<file path="config.mk">
export PLATFORM = sky130hd
export DESIGN_NAME = pcm_sample_streamer_flat
export DESIGN_NICKNAME = d
export VERILOG_FILES = /design/src/rtl/pcm_sample_streamer_if.sv /design/src/rtl/pcm_sample_streamer.sv /design/src/flat_wrapper.sv
export SDC_FILE = /design/constraint.sdc
export NUM_CORES = 1
export LEC_CHECK = 0
export BUFFER_PORTS_ARGS = -buffer_cell sky130_fd_sc_hd__buf_2
export CAP_MARGIN = 10
export CORE_MARGIN = 3
export CORE_UTILIZATION = 55
export CTS_CLUSTER_DIAMETER = 50
export DETAILED_ROUTE_END_ITERATION = 12
export HOLD_SLACK_MARGIN = 0.08
export PLACE_DENSITY_LB_ADDON = 0.15
export SLEW_MARGIN = 25
export SYNTH_ARGS = -nofsm -noshare
export SYNTH_HDL_FRONTEND = slang
export SYNTH_SLANG_ARGS = --single-unit
</file>
<file path="constraint.sdc">
create_clock -name clk -period 7.6 [get_ports clk]
set_clock_uncertainty 0.2 [all_clocks]
set_input_delay 0.38 -clock clk [delete_from_list [all_inputs] [get_ports clk]]
set_output_delay 0.38 -clock clk [all_outputs]
set_load 0.02 [all_outputs]
</file>
<file path="src/rtl/pcm_sample_streamer_if.sv">
// pcm_sample_streamer_if: valid/ready sample stream from the streamer to the PCM/PWM player.
interface pcm_sample_streamer_if #(parameter int DATA_W = 8);
    logic [DATA_W-1:0] sample_out;
    logic              sample_valid;
    logic              sample_ready;
    modport master (output sample_out, sample_valid, input sample_ready);
    modport slave  (input sample_out, sample_valid, output sample_ready);
endinterface

</file>
<file path="src/rtl/pcm_sample_streamer.sv">
// pcm_sample_streamer: walks a sound ROM region with credit-based prefetch into a FWFT sample FIFO.
// Define PCM_STREAMER_UNDERRUN_EN to add the underrun_cnt_o consumer-starvation counter.
module pcm_sample_streamer #(
    parameter int ADDR_W     = 11,
    parameter int DATA_W     = 8,
    parameter int FIFO_DEPTH = 4,
    parameter int ROM_LAT    = 1
) (
    input  logic                  clk,
    input  logic                  reset_n,
    input  logic                  start_i,
    input  logic [ADDR_W-1:0]     start_addr_i,
    input  logic [ADDR_W:0]       length_i,
    input  logic                  loop_en_i,
    input  logic                  stop_i,
    output logic                  busy_o,
    output logic                  done_o,
    output logic [ADDR_W-1:0]     rom_a_o,
    input  logic [DATA_W-1:0]     rom_d_i,
`ifdef PCM_STREAMER_UNDERRUN_EN
    output logic [15:0]           underrun_cnt_o,
`endif
    pcm_sample_streamer_if.master smp
);
    localparam int PW = $clog2(FIFO_DEPTH);
    typedef enum logic [1:0] {IDLE, FETCH, DRAIN} state_t;
    state_t              state_q, state_d;
    logic [ADDR_W-1:0]   addr_q, addr_d, base_q, base_d, rom_a_q, rom_a_d, src_addr;
    logic [ADDR_W:0]     rem_q, rem_d, len_q, len_d, src_rem;
    logic                loop_q, loop_d, done_q, done_d;
    logic [ROM_LAT:0]    tag_q, tag_d;
    logic [DATA_W-1:0]   mem_q [FIFO_DEPTH];
    logic [DATA_W-1:0]   hold_q, hold_d;
    logic [PW-1:0]       wr_q, rd_q;
    logic [PW:0]         cnt_q;
    logic                accept, abort, issue, push, pop, drained, valid;

    assign valid            = cnt_q != '0;
    assign smp.sample_valid = valid;
    assign smp.sample_out   = valid ? mem_q[rd_q] : hold_q;
    assign busy_o           = state_q != IDLE;
    assign done_o           = done_q;
    assign rom_a_o          = rom_a_q;

    // The first read issues on the accepting edge; credits count FIFO entries plus reads in flight.
    always_comb begin
        accept   = state_q == IDLE && start_i && !stop_i;
        abort    = state_q != IDLE && stop_i;
        base_d   = accept ? start_addr_i : base_q;
        len_d    = accept ? length_i : len_q;
        loop_d   = accept ? loop_en_i : loop_q;
        src_addr = accept ? start_addr_i : addr_q;
        src_rem  = accept ? length_i : rem_q;
        issue    = (accept || (state_q == FETCH && !stop_i)) && src_rem != '0
                   && int'(cnt_q) + $countones(tag_q) < FIFO_DEPTH;
        tag_d    = {tag_q[ROM_LAT-1:0], issue};
        push     = tag_q[ROM_LAT];
        pop      = valid && smp.sample_ready;
        drained  = cnt_q == '0 && tag_q == '0;
        rom_a_d  = issue ? src_addr : rom_a_q;
        addr_d   = issue ? src_addr + 1'b1 : addr_q;
        rem_d    = issue ? src_rem - 1'b1 : rem_q;
        state_d  = abort ? IDLE
                 : accept ? (length_i != '0 ? FETCH : IDLE)
                 : (state_q == DRAIN && drained) ? IDLE : state_q;
        if (issue && rem_d == '0) begin
            addr_d  = loop_d ? base_d : addr_d;
            rem_d   = loop_d ? len_d : rem_d;
            state_d = loop_d ? state_d : DRAIN;
        end
        done_d   = !abort && ((accept && length_i == '0) || (state_q == DRAIN && drained));
        hold_d   = abort ? '0 : pop ? mem_q[rd_q] : hold_q;
    end

    always_ff @(posedge clk) begin
        if (!reset_n) begin
            state_q <= IDLE;
            addr_q  <= '0;
            base_q  <= '0;
            rom_a_q <= '0;
            rem_q   <= '0;
            len_q   <= '0;
            loop_q  <= 1'b0;
            done_q  <= 1'b0;
            tag_q   <= '0;
            hold_q  <= '0;
            wr_q    <= '0;
            rd_q    <= '0;
            cnt_q   <= '0;
            for (int i = 0; i < FIFO_DEPTH; i++) mem_q[i] <= '0;
        end else begin
            state_q <= state_d;
            addr_q  <= addr_d;
            base_q  <= base_d;
            rom_a_q <= rom_a_d;
            rem_q   <= rem_d;
            len_q   <= len_d;
            loop_q  <= loop_d;
            done_q  <= done_d;
            hold_q  <= hold_d;
            if (abort) begin
                tag_q <= '0;
                wr_q  <= '0;
                rd_q  <= '0;
                cnt_q <= '0;
            end else begin
                tag_q <= tag_d;
                if (push) mem_q[wr_q] <= rom_d_i;
                wr_q  <= wr_q + {{(PW-1){1'b0}}, push};
                rd_q  <= rd_q + {{(PW-1){1'b0}}, pop};
                cnt_q <= cnt_q + {{PW{1'b0}}, push} - {{PW{1'b0}}, pop};
            end
        end
    end

`ifdef PCM_STREAMER_UNDERRUN_EN
    logic [15:0] urun_q;
    always_ff @(posedge clk) begin
        if (!reset_n || accept) urun_q <= '0;
        else if (busy_o && smp.sample_ready && !valid && urun_q != 16'hFFFF) urun_q <= urun_q + 1'b1;
    end
    assign underrun_cnt_o = urun_q;
`endif
endmodule

</file>
<file path="src/flat_wrapper.sv">
// flat-port wrapper written by rule: the top's interface ports become plain ports
module pcm_sample_streamer_flat 
#(
    parameter int ADDR_W     = 11,
    parameter int DATA_W     = 8,
    parameter int FIFO_DEPTH = 4,
    parameter int ROM_LAT    = 1
)
  (clk, reset_n, start_i, start_addr_i, length_i, loop_en_i, stop_i, busy_o, done_o, rom_a_o, rom_d_i, smp_sample_out, smp_sample_valid, smp_sample_ready);
  pcm_sample_streamer_if #(.DATA_W(DATA_W)) smp_i ();
  input  logic clk;
  input  logic reset_n;
  input  logic start_i;
  input  logic [ADDR_W-1:0] start_addr_i;
  input  logic [ADDR_W:0] length_i;
  input  logic loop_en_i;
  input  logic stop_i;
  output logic busy_o;
  output logic done_o;
  output logic [ADDR_W-1:0] rom_a_o;
  input  logic [DATA_W-1:0] rom_d_i;
  output wire logic [$bits(smp_i.sample_out)-1:0] smp_sample_out;
  output wire logic [$bits(smp_i.sample_valid)-1:0] smp_sample_valid;
  input wire logic [$bits(smp_i.sample_ready)-1:0] smp_sample_ready;
  assign smp_sample_out = smp_i.sample_out;
  assign smp_sample_valid = smp_i.sample_valid;
  assign smp_i.sample_ready = smp_sample_ready;
  pcm_sample_streamer #(.ADDR_W(ADDR_W), .DATA_W(DATA_W), .FIFO_DEPTH(FIFO_DEPTH), .ROM_LAT(ROM_LAT)) u_core (.clk(clk), .reset_n(reset_n), .start_i(start_i), .start_addr_i(start_addr_i), .length_i(length_i), .loop_en_i(loop_en_i), .stop_i(stop_i), .busy_o(busy_o), .done_o(done_o), .rom_a_o(rom_a_o), .rom_d_i(rom_d_i), .smp(smp_i));
endmodule
</file>
# Word level (Yosys, flattened, before mapping)
# Memory sizes are Yosys's and may differ from the RTL's. A register that Yosys moved wholly into a read port is not among the register bits.
# Index checks and enable logic that the tools add are counted.
dict set report word_totals {
  regBits 78
  latchBits 0
  mem_bits_rw 32
  rom_bits 0
  output_inout_bits 22
  wordCells 80
  n_memories 1
}
dict set report classes {
  n_addsub 8
  mul 0
  div 0
  n_lt_le_gt_ge 1
  eq_ne 2
  shift 0
  muxes 27
  bitwise_logic 1
  reduce_logical 27
}
# name words word_bits read_ports rd_ports_with_merged_regs wr line
set memory_table {}
lappend memory_table {u_core.mem_q 4 8 1 1 4 pcm_sample_streamer.sv:32} ;# logic [DATA_W-1:0] mem_q [FIFO_DEPTH];
# operator count
set ops {}
lappend ops {{$mux 12} 5}
lappend ops {{$mux 11} 5}
lappend ops {{$add 4x32->32} 1}
lappend ops {{$lt 32x4->1 const B} 1}
lappend ops {{$logic_not 12->1} 2}
lappend ops {{$reduce_bool 12->1} 2}
lappend ops {{$mux 8} 2}
lappend ops {{$mux 2} 7}
lappend ops {{$logic_and 1x1->1} 12}
lappend ops {{$sub 12x1->12 const B} 1}
lappend ops {{$add 11x1->11 const B} 1}
lappend ops {{$mux 1} 8}
lappend ops {{$reduce_or 8->1} 1}
lappend ops {{$add 2x1->2} 2}
lappend ops {{$logic_not 2->1} 2}
lappend ops {{$add 3x1->3} 1}
lappend ops {{$logic_not 3->1} 1}
lappend ops {{$reduce_bool 3->1} 1}
lappend ops {{$sub 3x1->3} 1}
lappend ops {{$add 1x1->2} 1}
lappend ops {{$eq 2x1->1 const B} 1}
lappend ops {{$eq 2x2->1 const B} 1}
lappend ops {{$logic_not 1->1} 2}
lappend ops {{$logic_or 1x1->1} 2}
lappend ops {{3 further kinds} 3}

# Longest topological paths before layout
dict set report depth {
  word_depth 11
  depth_mapped 18
  mapped_depth_nobuf 11
}

# Worst setup path before layout
# Ideal clock, no wire load.
dict set report synth_timing {
  kind {register to register}
  start {register u_core.state_q[1]}
  end {register u_core.addr_q[0]}
  t_arrival_ns 4.579
  slack_ns 2.700
  stages_incl_launch_ff 18
  n_path_buf 7
  path_cell_list {dfxtp_1 or4b_1 buf_2 buf_2 buf_2 clkbuf_1 clkbuf_1 clkbuf_1 a21boi_0 ha_1 or3b_2 nor4_4 o22ai_1 o2111a_1 nor4_4 nand4_2 buf_6 mux2_4}
}
dict set report synth_via {
  elab_chain_len 11
  word_cells_on_any_way 21
  cone_classes {2 x add/sub; 1 x eq/ne; 8 x mux; 10 x reduce/logical}
}
# item line
set synth_lines {}
lappend synth_lines {{start, declared} pcm_sample_streamer.sv:27} ;# state_t state_q, state_d;
lappend synth_lines {{start signal, assigned} pcm_sample_streamer.sv:92} ;# state_q <= state_d;
lappend synth_lines {{parallel branches: the longest is 10 deep, another holds $sub 12x1->12} --}
lappend synth_lines {{$mux 11 *} pcm_sample_streamer.sv:66} ;# if (issue && rem_d == '0) begin
lappend synth_lines {{end signal, assigned} pcm_sample_streamer.sv:93} ;# addr_q <= addr_d;
lappend synth_lines {{end, declared} pcm_sample_streamer.sv:28} ;# logic [ADDR_W-1:0] addr_q, addr_d, base_q, base_d, rom_a_q, rom_a_d, src_addr;
# Every way passes the cells marked *.
# A chain may end at the register's enable or synchronous reset.

# Worst setup path in the final report
dict set report layout_timing {
  start {register u_core.state_q[1]}
  end {register u_core.addr_q[8]}
}
# Same word-level chain as after synthesis.

==> results.toml <==
[run_status]
outcome = "finished, final reports clean"

[power_and_ir_drop]
cellPowerDensity_mw_per_mm2 = 275
total_leakage_power_uw = 0.00265
total_power_uw = 1800
vdd_drop_max_v = 0.000155

[sta]
fin_ws_ns = 2.30
fin_setup_tns_ns = 0
min_period_over_period = 0.698
timing.slew.headroom = 0.382
setup-violations-final = 0
timing.fmax_mhz = 189
hold_viol_final = 0
timing.final.max_slew_violations = 0
tightestPinTransition_ns = 0.924
final_period_minus_worst_setup_slack_ns = 5.30
rsz0062_at_grt = "false"

[worst_setup_path]
cp_data_required_time_ns = 7.68
worstSetupPathDepth = 11
start_kind = "register"
slowest_delay_ns = 0.86
critical_path_peak_fanout = 23
cp_common_cell = "sky130_fd_sc_hd__nor4_4"
crit_chain = "or4b_2, mux2_2, inv_1, ha_1, or3b_2, nor4_4, o22ai_2, o2111a_1, nor4_4, nand4_2, mux2_4"
worst_setup_path_end_kind = "register"
cell_at_the_slowest_stage_of_the_critical_path = "sky130_fd_sc_hd__or4b_2"
cpLargestDelayFamily = "simple AND/OR/NAND/NOR gates"
timing.critical_path.arrival_ns = 5.38
r2r_depth = 11
crit_path_kind = "reg -> reg"
timing.critical_path.buf_inv = 1

[routing]
vias_per_cell = 6.10
first_iter_violations = 392
avgRoutedWirePerCell_um = 17.4
total_routed_wire_length_on_the_met1_layer_mm = 6.33
detail-route-antenna-nets = 0
wl_met3_um = 676
routed_wl_mm = 14.4
dr_total_vias = 5030
met2RoutedLength_mm = 7.11
first_drt_pass_iteration_count = 5
top_layer_used = "met4"
drc_errors = 0

[final_layout]
fillerInstances = 917
post_route_cells_drive_above_1_share = 0.190
final_design_area_no_fill_mm2 = 0.00656
count_of_nets_after_finishing = 731
num_antenna_cells = 0
area_growth_pct = 9.74

[hold_path]
worstHoldPathType = "in -> reg"
holdPathStages = 3

[floorplan]
placeableCoreArea_mm2 = 0.0105
floorplan.initialDensity = 0.571
chipWidth_um = 110
floorplan.die.height_um = 110
standard_cell_row_count = 37
die-area_mm2 = 0.0122
floorplan.io_pins = 59

[yosys]
syn-mean-instance-area_um2 = 9.25
synthDistinctLibCells = 74
synth_area_mm2 = 0.00598
synth.area.top_cells = "sky130_fd_sc_hd__dfxtp_1 26%, sky130_fd_sc_hd__edfxtp_1 16%, sky130_fd_sc_hd__nand2_1 5.6%"
ys_seq_elements = 110
synth_enable_flop_cells = 32
mapped_cells = 646
synthesis.yosys.warnings = 0
postSynth.asyncResetShare = 0
synthTopCellsByCount = "89 x sky130_fd_sc_hd__nand2_1, 78 x sky130_fd_sc_hd__dfxtp_1, 51 x sky130_fd_sc_hd__nor2_1"
synth_area_leader_cell = "sky130_fd_sc_hd__dfxtp_1"
seq_area_frac_synth = 0.422
syn-num-nets = 693
synth_top_area_frac = 0.261
yosys.cell_count.top_type = "sky130_fd_sc_hd__nand2_1"
synthFlopType = "sky130_fd_sc_hd__dfxtp_1"

[global_route]
wire_length_of_the_first_global_routing_pass_mm = 23.7
antenna_found_initial = 0
via_count_of_the_first_global_routing_pass = 4764
grt_start_max_net_pins = 63
global_route.overflow_total = 0
gr-usage-all-layers = 0.248

[placement]
placedInstanceArea_mm2 = 0.00633
place.detailed.hpwl_mm = 9.98
portBuffers = 58
place.gp.congestion = 0.876
dpl_worst_slack_ns = 2.23

[clock_tree]
clkSinkCount = 110
cts_tree = "done"
htreeDepth = 3
clk_root_buffer_cell = "sky130_fd_sc_hd__clkbuf_8"
clk_latency_ns = 0.39
clk_transition_reported_paths_ns = 0.10
cts_made_buffers = 9
clockBufferDepth = 2

[run]
max_cap_viol_count = 0
## logic make-up after synthesis
group,count (synthesis),synth area share
muxes,45,0.101
AOI/OAI and AO/OA,154,0.172
xor gates and xnor gates,13,0.0191
and+or+nand+nor,258,0.226
buffers and inverters,56,0.0377
DFF,110,0.422
adders and majority gates,10,0.0222
## tightest hold or removal path: cells and delay by family
family,cells,cell delay (ns)
buffers and inverters,1,0.13
AOI/OAI and AO/OA,1,0.07
and+or+nand+nor,1,0.06
## metrics by stage
| step | cells | util | hold WS [ns] |
|---|---|---|---|
| finish | 825 | 0.627 | 0.110 |
| global route | 825 | 0.627 | 0.0993 |
| CTS | 825 | 0.627 | 0.0900 |
| detailed placement | 807 | 0.605 | 0.248 |
| global placement | 807 | 0.605 | 0.239 |
| floorplan | 646 | - | 0.234 |
## layout make-up
class,instances,area (µm²),share of cell area
multi-input combinational,480,3240,0.495
sequential,110,2520,0.385
timing repair buffer,66,355,0.0542
tap,136,170,0.0259
clock buffer,12,149,0.0227
inverter,17,63.8,0.00973
clock inverter,4,53.8,0.00820
## metal layers
layer / GRT usage / vias up
met5: 0 / -
met4: 0.0932 / 0
met3: 0.0390 / 20
met2: 0.420 / 147
met1: 0.318 / 2435
li1: - / 2428
## final timing paths
| check | start | to | slack [ns] |
|---|---|---|---|
| worst max-delay path | u_core.state_q[1] | u_core.addr_q[8] | 2.30 |
| worst min-delay path | start_addr_i[4] | u_core.base_q[4] | 0.11 |
| worst min register to register | u_core.hold_q[5] | u_core.hold_q[5] | 0.26 |
| worst max register to register | u_core.state_q[1] | u_core.addr_q[8] | 2.30 |
## flip-flops by register name, indices dropped and copies added (netlist names)
register	cells
u_core.loop_q	1
u_core.len_q	12
u_core.addr_q	11
u_core.done_o	1
u_core.rom_a_o	11
u_core.hold_q	8
u_core.rem_q	12
u_core.base_q	11
u_core.cnt_q	3
u_core.mem_q	32
u_core.state_q	2
u_core.tag_q	2
u_core.wr_q	2
u_core.rd_q	2
## placed cells by master, fill, tap and decap left out, types with 8 or more instances in the layout
master,instances
sky130_fd_sc_hd__mux2i_1,15
sky130_fd_sc_hd__ha_1,9
sky130_fd_sc_hd__nor4_1,8
sky130_fd_sc_hd__nor2_1,51
sky130_fd_sc_hd__mux2_2,15
sky130_fd_sc_hd__xnor2_1,8
sky130_fd_sc_hd__edfxtp_1,32
sky130_fd_sc_hd__nor3_1,13
sky130_fd_sc_hd__clkbuf_8,10
sky130_fd_sc_hd__a21oi_1,42
sky130_fd_sc_hd__a211oi_1,10
sky130_fd_sc_hd__and3_1,10
sky130_fd_sc_hd__inv_1,16
sky130_fd_sc_hd__mux4_2,8
sky130_fd_sc_hd__o211ai_1,11
sky130_fd_sc_hd__nand2_1,89
sky130_fd_sc_hd__nand3_1,10
sky130_fd_sc_hd__a21boi_0,11
sky130_fd_sc_hd__buf_2,58
sky130_fd_sc_hd__o21ai_0,25
sky130_fd_sc_hd__and2_1,32
sky130_fd_sc_hd__dfxtp_1,78
## where the power goes
part / leakage [µW] / switching, µW / internal [µW]
clock network: 0.000105 / 200 / 168
logic: 0.00158 / 408 / 286
registers: 0.000967 / 70.9 / 672
total: 0.00265 / 679 / 1130
## repair_timing
action / CTS / global route
buffers inserted: 0 / 0
hold buffers: 2 / 0
hold endpoints to repair: 2 / 0
resized for setup: 0 / 0
Note: power is estimated with default switching activity, not from simulation.
